## config.mk

```make
export PLATFORM = sky130hd
export DESIGN_NAME = fetch_unit_flat
export DESIGN_NICKNAME = d
export VERILOG_FILES = /design/src/rtl/fetch_unit_if.sv /design/src/rtl/fetch_unit.sv /design/src/flat_wrapper.sv
export SDC_FILE = /design/constraint.sdc
export NUM_CORES = 1
export LEC_CHECK = 0
export ABC_AREA = 1
export BUFFER_PORTS_ARGS = -buffer_cell sky130_fd_sc_hd__buf_2
export CORE_MARGIN = 4
export CORE_UTILIZATION = 47
export CTS_CLUSTER_SIZE = 12
export DETAILED_ROUTE_END_ITERATION = 10
export HOLD_SLACK_MARGIN = 0.15
export PLACE_DENSITY = 0.83
export SYNTH_ARGS = -nofsm -noshare
export SYNTH_HDL_FRONTEND = slang
export SYNTH_SLANG_ARGS = --single-unit
export TNS_END_PERCENT = 10
```

## constraint.sdc

```tcl
create_clock -name clk -period 2.5 [get_ports clk]
set_input_delay 0.125 -clock clk [delete_from_list [all_inputs] [get_ports clk]]
set_output_delay 0.125 -clock clk [all_outputs]
set_load 0.005 [all_outputs]
```

## src/rtl/fetch_unit_if.sv

```systemverilog
// Fetch-stage bus: PC control, ROM request/ack, decode handshake.
// master = fetch unit side, slave = PC/ROM/decode side.
interface fetch_unit_if #(
    parameter int WIDTH = 16
);
    logic [WIDTH-1:0] pc;
    logic             pc_inc;
    logic             pc_load;
    logic [WIDTH-1:0] pc_in;
    logic             rom_req;
    logic [WIDTH-1:0] rom_addr;
    logic             rom_ack;
    logic [WIDTH-1:0] rom_data;
    logic             redirect;
    logic [WIDTH-1:0] redirect_addr;
    logic             instr_valid;
    logic             instr_ready;
    logic [WIDTH-1:0] instr;
    logic [WIDTH-1:0] instr_pc;

    modport master (
        input  pc, rom_ack, rom_data, redirect, redirect_addr, instr_ready,
        output pc_inc, pc_load, pc_in, rom_req, rom_addr,
        output instr_valid, instr, instr_pc
    );

    modport slave (
        output pc, rom_ack, rom_data, redirect, redirect_addr, instr_ready,
        input  pc_inc, pc_load, pc_in, rom_req, rom_addr,
        input  instr_valid, instr, instr_pc
    );
endinterface

```

## src/rtl/fetch_unit.sv

```systemverilog
// Instruction fetch: drives PC inc/load, single-outstanding ROM reads,
// FWFT FIFO of {pc, instr} to decode; redirect reloads PC and flushes.
// Ports: clk, reset (async, active-high), bus (fetch_unit_if.master).
module fetch_unit #(
    parameter int WIDTH = 16,
    parameter int DEPTH = 2
) (
    input logic         clk,
    input logic         reset,
    fetch_unit_if.master bus
);
    localparam int PW = (DEPTH > 1) ? $clog2(DEPTH) : 1;
    localparam int CW = $clog2(DEPTH + 1);
    localparam logic [CW-1:0] DEPTH_C = CW'(DEPTH);

    typedef enum logic [1:0] {
        IDLE  = 2'd0,
        REQ   = 2'd1,
        FLUSH = 2'd2
    } state_t;

    state_t           state_q;
    logic [WIDTH-1:0] addr_q;
    logic             req_q;

    logic [CW-1:0]    count_q, count_d;
    logic [PW-1:0]    wr_q, wr_d;
    logic [PW-1:0]    rd_q, rd_d;

    logic [WIDTH-1:0] mem_instr [DEPTH];
    logic [WIDTH-1:0] mem_pc    [DEPTH];

    logic             push;
    logic             pop;
    logic             valid;
    logic [CW:0]      occ_after;
    logic             room;

    function automatic logic [PW-1:0] ptr_inc(input logic [PW-1:0] p);
        return (p == PW'(DEPTH - 1)) ? '0 : p + 1'b1;
    endfunction

    always_comb begin
        valid     = (count_q != '0);
        push      = (state_q == REQ) & bus.rom_ack & ~bus.redirect;
        pop       = valid & bus.instr_ready & ~bus.redirect;
        // occupancy after this cycle's push, minus a same-cycle pop
        occ_after = {1'b0, count_q} + (CW+1)'(1) - (CW+1)'(pop);
        room      = occ_after < {1'b0, DEPTH_C};
    end

    always_comb begin
        count_d = count_q;
        wr_d    = wr_q;
        rd_d    = rd_q;
        if (bus.redirect) begin
            count_d = '0;
            wr_d    = '0;
            rd_d    = '0;
        end else begin
            count_d = count_q + CW'(push) - CW'(pop);
            if (push) wr_d = ptr_inc(wr_q);
            if (pop)  rd_d = ptr_inc(rd_q);
        end
    end

    always_ff @(posedge clk or posedge reset) begin
        if (reset) begin
            count_q <= '0;
            wr_q    <= '0;
            rd_q    <= '0;
        end else begin
            count_q <= count_d;
            wr_q    <= wr_d;
            rd_q    <= rd_d;
        end
    end

    // storage needs no reset: entries are only read while count != 0
    always_ff @(posedge clk) begin
        if (push) begin
            mem_instr[wr_q] <= bus.rom_data;
            mem_pc[wr_q]    <= addr_q;
        end
    end

    always_ff @(posedge clk or posedge reset) begin
        if (reset) begin
            state_q <= IDLE;
            addr_q  <= '0;
            req_q   <= 1'b0;
        end else begin
            unique case (state_q)
                IDLE: begin
                    if (!bus.redirect && count_q < DEPTH_C) begin
                        addr_q  <= bus.pc;
                        req_q   <= 1'b1;
                        state_q <= REQ;
                    end
                end
                REQ: begin
                    if (bus.redirect) begin
                        // an unacked request must still be drained
                        if (bus.rom_ack) begin
                            req_q   <= 1'b0;
                            state_q <= IDLE;
                        end else begin
                            state_q <= FLUSH;
                        end
                    end else if (bus.rom_ack) begin
                        if (room) begin
                            addr_q <= addr_q + 1'b1;
                        end else begin
                            req_q   <= 1'b0;
                            state_q <= IDLE;
                        end
                    end
                end
                FLUSH: begin
                    if (bus.rom_ack) begin
                        req_q   <= 1'b0;
                        state_q <= IDLE;
                    end
                end
                default: begin
                    req_q   <= 1'b0;
                    state_q <= IDLE;
                end
            endcase
        end
    end

    assign bus.pc_inc      = push;
    assign bus.pc_load     = bus.redirect;
    assign bus.pc_in       = bus.redirect_addr;
    assign bus.rom_req     = req_q;
    assign bus.rom_addr    = addr_q;
    assign bus.instr_valid = valid;
    assign bus.instr       = mem_instr[rd_q];
    assign bus.instr_pc    = mem_pc[rd_q];
endmodule

```

## src/flat_wrapper.sv

```systemverilog
// flat-port wrapper written by rule: the top's interface ports become plain ports
module fetch_unit_flat 
#(
    parameter int WIDTH = 16,
    parameter int DEPTH = 2
)
  (clk, reset, bus_pc, bus_rom_ack, bus_rom_data, bus_redirect, bus_redirect_addr, bus_instr_ready, bus_pc_inc, bus_pc_load, bus_pc_in, bus_rom_req, bus_rom_addr, bus_instr_valid, bus_instr, bus_instr_pc);
  fetch_unit_if #(.WIDTH(WIDTH)) bus_i ();
  input logic clk;
  input logic reset;
  input wire logic [$bits(bus_i.pc)-1:0] bus_pc;
  input wire logic [$bits(bus_i.rom_ack)-1:0] bus_rom_ack;
  input wire logic [$bits(bus_i.rom_data)-1:0] bus_rom_data;
  input wire logic [$bits(bus_i.redirect)-1:0] bus_redirect;
  input wire logic [$bits(bus_i.redirect_addr)-1:0] bus_redirect_addr;
  input wire logic [$bits(bus_i.instr_ready)-1:0] bus_instr_ready;
  output wire logic [$bits(bus_i.pc_inc)-1:0] bus_pc_inc;
  output wire logic [$bits(bus_i.pc_load)-1:0] bus_pc_load;
  output wire logic [$bits(bus_i.pc_in)-1:0] bus_pc_in;
  output wire logic [$bits(bus_i.rom_req)-1:0] bus_rom_req;
  output wire logic [$bits(bus_i.rom_addr)-1:0] bus_rom_addr;
  output wire logic [$bits(bus_i.instr_valid)-1:0] bus_instr_valid;
  output wire logic [$bits(bus_i.instr)-1:0] bus_instr;
  output wire logic [$bits(bus_i.instr_pc)-1:0] bus_instr_pc;
  assign bus_i.pc = bus_pc;
  assign bus_i.rom_ack = bus_rom_ack;
  assign bus_i.rom_data = bus_rom_data;
  assign bus_i.redirect = bus_redirect;
  assign bus_i.redirect_addr = bus_redirect_addr;
  assign bus_i.instr_ready = bus_instr_ready;
  assign bus_pc_inc = bus_i.pc_inc;
  assign bus_pc_load = bus_i.pc_load;
  assign bus_pc_in = bus_i.pc_in;
  assign bus_rom_req = bus_i.rom_req;
  assign bus_rom_addr = bus_i.rom_addr;
  assign bus_instr_valid = bus_i.instr_valid;
  assign bus_instr = bus_i.instr;
  assign bus_instr_pc = bus_i.instr_pc;
  fetch_unit #(.WIDTH(WIDTH), .DEPTH(DEPTH)) u_core (.clk(clk), .reset(reset), .bus(bus_i));
endmodule
```

# Word-level counts from Yosys, hierarchy flattened
# Memory sizes are Yosys's and may differ from the RTL's.
# Cells that the tools add are included.
dict set report classes {
  add_sub_neg 7
  n_lt_le_gt_ge 2
  n_eq_ne 9
  mux 27
  n_bitwise 5
  n_reduce_logical 10
}
# cell n
set ops {}
lappend ops {{two-way mux 16 bit} 4}
lappend ops {{one-hot mux 16 bit (2 select lines)} 1}
lappend ops {{adder 16 x 1 -> 16 bit, second input constant} 1}
lappend ops {{two-way mux 2 bit} 7}
lappend ops {{two-way mux 1 bit} 13}
lappend ops {{nonzero test 2 bit} 4}
lappend ops {{inequality test 2 bit, second input constant} 3}
lappend ops {{inequality test 3 bit, second input constant} 2}
lappend ops {{one-hot mux 2 bit (3 select lines)} 1}
lappend ops {{AND reduction 5 bit} 1}
lappend ops {{AND 1 bit} 4}
lappend ops {{inequality test 2 x 1 -> 1 bit, second input constant} 2}
lappend ops {{AND reduction 4 bit} 1}
lappend ops {{adder 2 x 1 -> 3 bit, second input constant} 1}
lappend ops {{< comparator 3 x 2 -> 1 bit, second input constant} 1}
lappend ops {{one-hot mux 1 bit (3 select lines)} 1}
lappend ops {{AND reduction 3 bit} 1}
lappend ops {{subtractor 3 x 1 -> 3 bit} 1}
lappend ops {{adder 1 bit, second input constant} 2}
lappend ops {{adder 2 x 1 -> 2 bit} 1}
lappend ops {{== test 2 x 1 -> 1 bit, second input constant} 1}
lappend ops {{== test 2 bit, second input constant} 1}
lappend ops {{zero test 2 bit} 1}
lappend ops {{< comparator 2 bit, second input constant} 1}
lappend ops {{4 further kinds} 4}
dict set report word_totals {
  regBits 23
  ram_bits 64
  inputBits 53
  output_inout_bits 68
  word_cells 68
  mem_count 2
}
# name words word_bits read_ports rd_ports_with_merged_regs wr line_no
set mem_list {}
lappend mem_list {u_core.mem_instr 2 16 1 0 1 fetch_unit.sv:30} ;# logic [WIDTH-1:0] mem_instr [DEPTH];
lappend mem_list {u_core.mem_pc 2 16 1 0 1 fetch_unit.sv:31} ;# logic [WIDTH-1:0] mem_pc [DEPTH];

# Logic depth before layout (Yosys ltp)
# Gate-level depths: netlist of run 1.
dict set report depth {
  depth_word 9
  ltp_mapped 10
  ltp_nobuf 10
}

# Least setup slack after synthesis of run 1
# No wires, ideal clock.
dict set report synth_timing {
  path_kind {register to register}
  start {register u_core.state_q[1]}
  end {memory u_core.mem_instr[0][0] (enable)}
  setup_ps 421
  arrival_ps 2206
  t_required_ps 2079
  setup_slack_ps -127
  path_stages_with_launch 6
  n_path_buf 0
  synth_period_minus_slack_ps 2627
  cell_sequence {dfrtp_1 -> nor2_4 -> nand2_2 -> nor2_1 -> inv_1 -> nor2_1}
}
dict set report synth_between {
  elab_chain_len 5
}
# item line_no
set synth_lines {}
lappend synth_lines {{from (decl)} fetch_unit.sv:22} ;# state_t state_q;
lappend synth_lines {{from (signal assigned)} fetch_unit.sv:89} ;# state_q <= IDLE;
lappend synth_lines {{from (signal assigned)} fetch_unit.sv:98} ;# state_q <= REQ;
lappend synth_lines {{from (signal assigned)} fetch_unit.sv:106} ;# state_q <= IDLE;
lappend synth_lines {{== test 2 x 1 -> 1 bit} fetch_unit.sv:45} ;# push = (state_q == REQ) & bus.rom_ack & ~bus.redirect;
lappend synth_lines {{AND 1 bit (2 in a row)} fetch_unit.sv:45}
lappend synth_lines {{named net bus_pc_inc} flat_wrapper.sv:17} ;# output wire logic [$bits(bus_i.pc_inc)-1:0] bus_pc_inc;
lappend synth_lines {{two-way mux 1 bit} fetch_unit.sv:81} ;# if (push) begin
lappend synth_lines {{two-way mux 1 bit (implied by the code)} fetch_unit.sv:82} ;# mem_instr[wr_q] <= bus.rom_data;
lappend synth_lines {{to (decl)} fetch_unit.sv:30}
# The timed path passes the listed nets, and every way through them passes these cells.

# Final worst setup path of run 1
dict set report layout_timing {
  start {register u_core.rd_q}
  end {output bus_instr_pc[7]}
}
dict set report layout_between {
  elab_chain_len 1
}
# item line_no
set layout_lines {}
lappend layout_lines {{from (decl)} fetch_unit.sv:28} ;# logic [PW-1:0] rd_q, rd_d;
lappend layout_lines {{from (signal assigned)} fetch_unit.sv:75} ;# rd_q <= rd_d;
lappend layout_lines {{memory read (2 x 16 bit)} -}
lappend layout_lines {{to (decl)} flat_wrapper.sv:24} ;# output wire logic [$bits(bus_i.instr_pc)-1:0] bus_instr_pc;
# No other way between the ends.

==> results.cfg, run 1 <==
[grt]
track_usage_pct = 16.9
gr-total-overflow = 0
grt_pass1_wl_um = 13700
grt_pass1_vias = 3007
antenna_found_initial = 0
grt_max_degree = 33

[yosys]
yosys-top-cells-area = edfxtp_1 (47%), nand2_1 (16%), dfrtp_1 (14%), nor2_1 (4.2%), buf_4 (3.3%)
syn_avg_cell_area_um2 = 9.41
yosysSeqAreaShare_pct = 61.0
synth_xor_area_share_pct = 0.428
synthFlopType = edfxtp_1
yosysTopAreaCellShare_pct = 47.0
synth_cell_type_count = 30
synth-adder-area-share_pct = 0.917
syn_inst = 435
synth_edf_count = 64
synthesis.area_um2 = 4090
synthTopCellsByCount = nand2_1 (175), edfxtp_1 (64), nor2_1 (46), inv_1 (25), nand3_1 (24)
async_reset_ff_share_pct = 26.4
synth.most_common_cell = nand2_1
synth_top_family_by_area = simple AND/OR/NAND/NOR gates
synth_mux_area_share_pct = 0
synth_seq_cells = 87
synthSimpleGateAreaFrac_pct = 26.0
synth_compound_area_share_pct = 3.67
yosys.area.top_type = edfxtp_1
yosysWarnings = 0
synth_nets = 491

[cts]
clkTransAtPathRegs_ns = 0.09
cts_buffers = 9
cts_tree = done
clock-sinks = 87
postCtsResizedCells = 0
cts.path.max_buffers = 2
cts_root_buf = clkbuf_8
clk_latency_ns = 0.36
cts_max_level = 3

[critical_path]
cp.arrival_ns = 1.71
rr_worst_depth = 9
r2r_start = u_core.state_q[1]
reg2reg_slack_ns = 0.76
end_kind = output pin
startpoint_type = flop
r2r-end = u_core.count_q[1]
required_ns = 2.38
path_class = flop to output pin
cp_max_fo = 18

[power]
internal_power_uw = 3070
swShare_pct = 37.0
power_switching_uw = 1800
power_density_nw_per_um2 = 962
clkPwrFrac_pct = 22.3
leakage_uw = 0.00229
comb_power_share_pct = 32.4
seqPwrFrac_pct = 45.3
vdd_drop_max_uv = 434
power_uw = 4880

[floorplan]
fp.dieW_um = 101
die_y_um = 101
core_um2 = 8340
die_area_um2 = 10300
row_count = 33
io-pin-count = 121
start_util_pct = 49.1

[final_layout]
area_growth_syn_to_layout_pct = 23.8
stdcell_count = 652
multiInputGateArea_um2 = 1280
finalNetCount = 598
seqCellArea_um2 = 2500
diodes = 0
drive_above_1_share_pct = 23.8
fillers = 702

[timing]
period_share_pct = 73.5
fin_skew_ns = 0.00840
fin_crit_ns = 1.84
hold_viol_final = 0
tightestPinTransition_ns = 0.898
setup_violations = 0
slew_violations = 0
rsz0062_at_grt = false
setup_tns_ns = 0
fmax_mhz = 544
timing.final.ws_setup_ns = 0.663
relSlewSlack_pct = 40.1

[placed_design]
gp_congestion = 0.860
preCtsSetupSlack_ns = 0.764
detailed_place_hpwl_um = 5980
dp.cells = 602
port_buffers = 88

[routing]
drt-total-wl_um = 8430
drtIter0Drc = 172
drt_pass1_iterations = 4
wl_per_cell_um = 12.9
vias = 3157
via_per_inst = 4.84
drc_errors = 0
ant_nets = 0

[run]
drv_cap = 0

[status]
status = complete, no violations

[min_path]
hp-class = input port to flop
min_to = u_core.bus.rom_addr[15]
hold_path_startpoint = bus_pc[15]
worstHoldPathCells = 5
-- how the worst max path moves through the flow --
stage,startpoint,cells after the start,slack [ns],to
CTS,u_core.rd_q,5,0.63,bus_instr_pc[8]
global route,u_core.rd_q,5,0.49,bus_instr_pc[7]
detailed placement,u_core.state_q[1],9,0.76,u_core.count_q[1]
floorplan,u_core.state_q[1],3,0.1,u_core.mem_instr[1][0]
finish,u_core.rd_q,5,0.66,bus_instr_pc[7]
global placement,u_core.state_q[1],9,0.84,u_core.count_q[1]
-- sequential cells by signal (all words and copies together) (netlist names) --
register             count
u_core.wr_q              1
u_core.bus.rom_addr     16
u_core.count_q           2
u_core.bus.rom_req       1
u_core.rd_q              1
u_core.mem_instr        32
u_core.mem_pc           32
u_core.state_q           2
-- power groups by stage --
| stage | registers, uW | logic, uW | clock network [uW] |
|---|---|---|---|
| floorplan | 2140 | 1100 | 0 |
| global placement | 2220 | 1500 | 0 |
| detailed placement | 2230 | 1550 | 0 |
| CTS | 2200 | 1600 | 1100 |
| global route | 2250 | 1820 | 1170 |
| finish | 2210 | 1580 | 1090 |
-- per-stage QoR --
step,hold slack [ns],util (%),area (um2)
4_1_cts,0.162,60.8,5070
3_3_place_gp,0.250,54.0,4500
5_1_grt,0.209,60.8,5070
6_report,0.172,60.8,5070
2_1_floorplan,0.127,-,4100
3_5_place_dp,0.250,54.0,4500
-- critical path: stages (launching register included) --
cell	delay (ns)
dfrtp_1	0.35
clkinv_1	0.38
buf_4	0.37
nand2_1	0.08
nand2_1	0.06
buf_2	0.13
-- layout by cell type, fill, tap and decap left out, types with 3 or more instances in the layout --
| cell | Yosys | routed |
|---|---|---|
| dfrtp_1 | 23 | 23 |
| nand3_1 | 24 | 24 |
| dlygate4sd3_1 | 0 | 34 |
| buf_4 | 18 | 5 |
| o21ai_2 | 7 | 7 |
| nor2_1 | 46 | 44 |
| edfxtp_1 | 64 | 64 |
| ha_1 | 3 | 3 |
| inv_2 | 3 | 3 |
| nor2_4 | 1 | 3 |
| inv_1 | 25 | 25 |
| nand4_1 | 5 | 5 |
| buf_2 | 2 | 88 |
| a21oi_1 | 3 | 3 |
| clkbuf_8 | 0 | 9 |
| o21ai_0 | 10 | 10 |
| inv_6 | 0 | 3 |
| nand2_1 | 175 | 175 |
-- layout make-up --
| type | count | share of cell area (%) |
|---|---|---|
| tap | 105 | 2.59 |
| sequential | 87 | 49.3 |
| clock buffer | 9 | 2.44 |
| timing repair buffer | 127 | 16.1 |
| multi-input combinational | 288 | 25.4 |
| inverter | 29 | 2.15 |
| clock inverter | 7 | 2.02 |
-- metal layers --
metal,global-route usage (%),wire length (um),vias up
li1,-,-,1610
met1,21.2,3540,1402
met5,0,0,-
met2,28.5,4100,122
met4,7.26,189,0
met3,3.51,608,23
-- what timing repair did --
item                                   CTS  global route
buffers inserted                         0             0
endpoints found under the hold margin   73             0
hold buffers                            34             0
-- kinds of logic after synthesis --
group / Yosys count
xor+xnor: 2
buf+inv: 60
compound gates: 23
fa+ha+maj: 3
flops: 87
simple gates: 260
Note: power is estimated with default switching activity, not from simulation.
==> inputs of run 2 (changes only) <==
--- a/config.mk
+++ b/config.mk
@@ -5,14 +5,14 @@
 export SDC_FILE = /design/constraint.sdc
 export NUM_CORES = 1
 export LEC_CHECK = 0
-export ABC_AREA = 1
+export ABC_AREA = 0
 export BUFFER_PORTS_ARGS = -buffer_cell sky130_fd_sc_hd__buf_2
 export CORE_MARGIN = 4
-export CORE_UTILIZATION = 47
+export CORE_UTILIZATION = 50
 export CTS_CLUSTER_SIZE = 12
 export DETAILED_ROUTE_END_ITERATION = 10
 export HOLD_SLACK_MARGIN = 0.15
-export PLACE_DENSITY = 0.83
+export PLACE_DENSITY = 0.84
 export SYNTH_ARGS = -nofsm -noshare
 export SYNTH_HDL_FRONTEND = slang
 export SYNTH_SLANG_ARGS = --single-unit
==> constraint.sdc (replaced) <==
create_clock -name clk -period 1.76 [get_ports clk]
set_input_delay 0.088 -clock clk [delete_from_list [all_inputs] [get_ports clk]]
set_output_delay 0.088 -clock clk [all_outputs]
set_load 0.005 [all_outputs]
==> results.cfg, run 2 <==
[status]
status = complete, no violations

[cts]
cts_tree = done
cts.path.max_buffers = 2
cts_root_buf = clkbuf_8
cts_buffers = 9
cts_max_level = 3
clkTransAtPathRegs_ns = 0.08
clk_latency_ns = 0.34
clock-sinks = 87

[yosys]
synth_nets = 339
synth_top_family_by_area = compound AO/OA/AOI/OAI gates
synth_compound_area_share_pct = 9.62
yosysTopAreaCellShare_pct = 49.6
synth-adder-area-share_pct = 0.969
yosysSeqAreaShare_pct = 64.4
async_reset_ff_share_pct = 26.4
syn_avg_cell_area_um2 = 13.7
yosysWarnings = 0
synth_xor_area_share_pct = 0.904
synthFlopType = edfxtp_1
synth.most_common_cell = edfxtp_1
synth_mux_area_share_pct = 9.56
yosys.area.top_type = edfxtp_1
synth_seq_cells = 87
synthTopCellsByCount = edfxtp_1 (64), mux2_2 (32), dfrtp_1 (23), nor2_1 (21), buf_4 (18)
syn_inst = 283
synthSimpleGateAreaFrac_pct = 8.85
synth_cell_type_count = 45
synthesis.area_um2 = 3870
yosys-top-cells-area = edfxtp_1 (50%), dfrtp_1 (15%), mux2_2 (9.3%), buf_4 (3.5%), a21oi_1 (2.1%)
synth_edf_count = 64

[routing]
via_per_inst = 5.43
vias = 2744
drt_pass1_iterations = 4
wl_per_cell_um = 16.6
drc_errors = 0
ant_nets = 0
drt-total-wl_um = 8360
drtIter0Drc = 93

[critical_path]
path_class = flop to flop
slowest_delay_ns = 0.55
cp.arrival_ns = 1.95
required_ns = 1.98
end_kind = flop
critical_path.slowest_cell = dlygate4sd3_1
path_cells = and2b_2 -> buf_12 -> a21oi_2 -> nor2_1 -> dlygate4sd3_1
cp_max_fo = 31
startpoint_type = flop

[grt]
grt_pass1_wl_um = 12600
track_usage_pct = 18.0
gr-total-overflow = 0
antenna_found_initial = 0
grt_max_degree = 33
grt_pass1_vias = 2675

[run]
drv_cap = 0

[timing]
rsz0062_at_grt = true
fmax_mhz = 580
hold_viol_final = 0
setup_tns_ns = 0
period_share_pct = 98.0
slew_violations = 0
tightestPinTransition_ns = 0.545
relSlewSlack_pct = 63.7
fin_skew_ns = 0.00608
holdWs_ns = 0.176
setup_violations = 0
fin_crit_ns = 1.72

[final_layout]
utilization_pct = 67.3
fillers = 540
diodes = 0
area_growth_syn_to_layout_pct = 28.6
finalNetCount = 457
stdcell_count = 505
drive_above_1_share_pct = 40.9
layout.cells.most_common_list = buf_2 (88), edfxtp_1 (64), dlygate4sd3_1 (34), mux2_2 (32), dfrtp_1 (21)
final_common_cell = buf_2

[min_path]
hp-class = input port to output pin

[placed_design]
detailed_place_hpwl_um = 5400
gp_congestion = 0.837
port_buffers = 88
dp.cells = 454

[floorplan]
io-pin-count = 121
core_um2 = 7410
die_y_um = 96.0
start_util_pct = 52.3
fp.dieW_um = 96.0
die_area_um2 = 9220
row_count = 31

[power]
vdd_drop_max_uv = 756
leakage_uw = 0.00200
power_density_nw_per_um2 = 1370
-- run 2: cell count changes in the layout (fill, tap and decap cells not counted), moves of 10 or more --
cell	previous run	this run
nor2_1	44	20
mux2_2	0	32
a21oi_1	3	15
nand2_1	175	12
nand3_1	24	7
inv_1	25	3
o21ai_1	1	11
-- run 2: worst paths after layout --
check                                      from                endpoint  slack, ns  cells after the start
setup / recovery              u_core.state_q[0]       u_core.state_q[1]       0.04                      5
hold / removal             bus_redirect_addr[0]            bus_pc_in[0]       0.18                      0
setup reg to reg              u_core.state_q[0]       u_core.state_q[1]       0.04                      5
hold reg to reg              u_core.bus.rom_req      u_core.bus.rom_req       0.56                      2
max in group asynchronous                 reset  u_core.bus.rom_addr[8]       1.14                      4
min in group asynchronous                 reset             u_core.rd_q       0.36                      4
-- run 2: repair_timing --
item / 4_1_cts / 5_1_grt
setup buffers: 0 / 1
resized for setup: 0 / 6
endpoints found under the setup margin: 0 / 7
endpoints found under the hold margin: 74 / 0
hold buffers: 34 / 0
-- run 2: logic make-up (layout without fill, tap and decap cells) --
family / after synthesis / in the layout
AO/OA/AOI/OAI: 57 / 57
XOR/XNOR: 4 / 4
adder cells (fa/ha/maj): 3 / 3
buffers and inverters: 34 / 157
flip-flops: 87 / 87
multiplexers: 33 / 33
AND/OR/NAND/NOR: 65 / 65
-- run 2: layout make-up --
cell class                      instances  area [um2]  share of cell area, %
Tap cell                               99         124                   2.48
Clock buffer                           12         135                   2.71
Clock inverter                          4        70.1                   1.41
Multi-Input combinational cell        162        1200                   24.0
Sequential cell                        87        2500                   50.2
Timing Repair Buffer                  137         943                   18.9
Inverter                                4        15.0                  0.301
-- run 2: per-layer routing --
layer | vias to the layer above | global-route usage, % | wire length [um]
met1 | 1333 | 22.6 | 3440
met4 | 0 | 6.40 | 74
li1 | 1273 | - | -
met3 | 10 | 4.61 | 755
met5 | - | 0 | 0
met2 | 128 | 30.1 | 4090
-- run 2: power by group --
| part | switching, uW | total (uW) | internal [uW] | leakage (uW) |
|---|---|---|---|---|
| combinational | 1220 | 2360 | 1140 | 0.00105 |
| sequential | 351 | 3030 | 2670 | 0.000850 |
| clock | 640 | 1440 | 797 | 0.000104 |
-- run 2: through the flow --
| stage | setup WS, ns | area [um2] | total power, uW |
|---|---|---|---|
| 5_1_grt | -0.0230 | 4980 | 7220 |
| 6_report | 0.0354 | 4980 | 6830 |
| 2_1_floorplan | -0.0177 | 3910 | 4390 |
| 4_1_cts | 0.0202 | 4960 | 6800 |
| 3_3_place_gp | 0.121 | 4410 | 5180 |
| 3_5_place_dp | 0.0790 | 4410 | 5290 |
-- run 2: worst max-delay path: cells and delay by family, from the launching register on --
family	cells	cell delay [ns]
compound gates	1	0.13
buf+inv	2	0.72
flops	1	0.45
simple gates	2	0.30
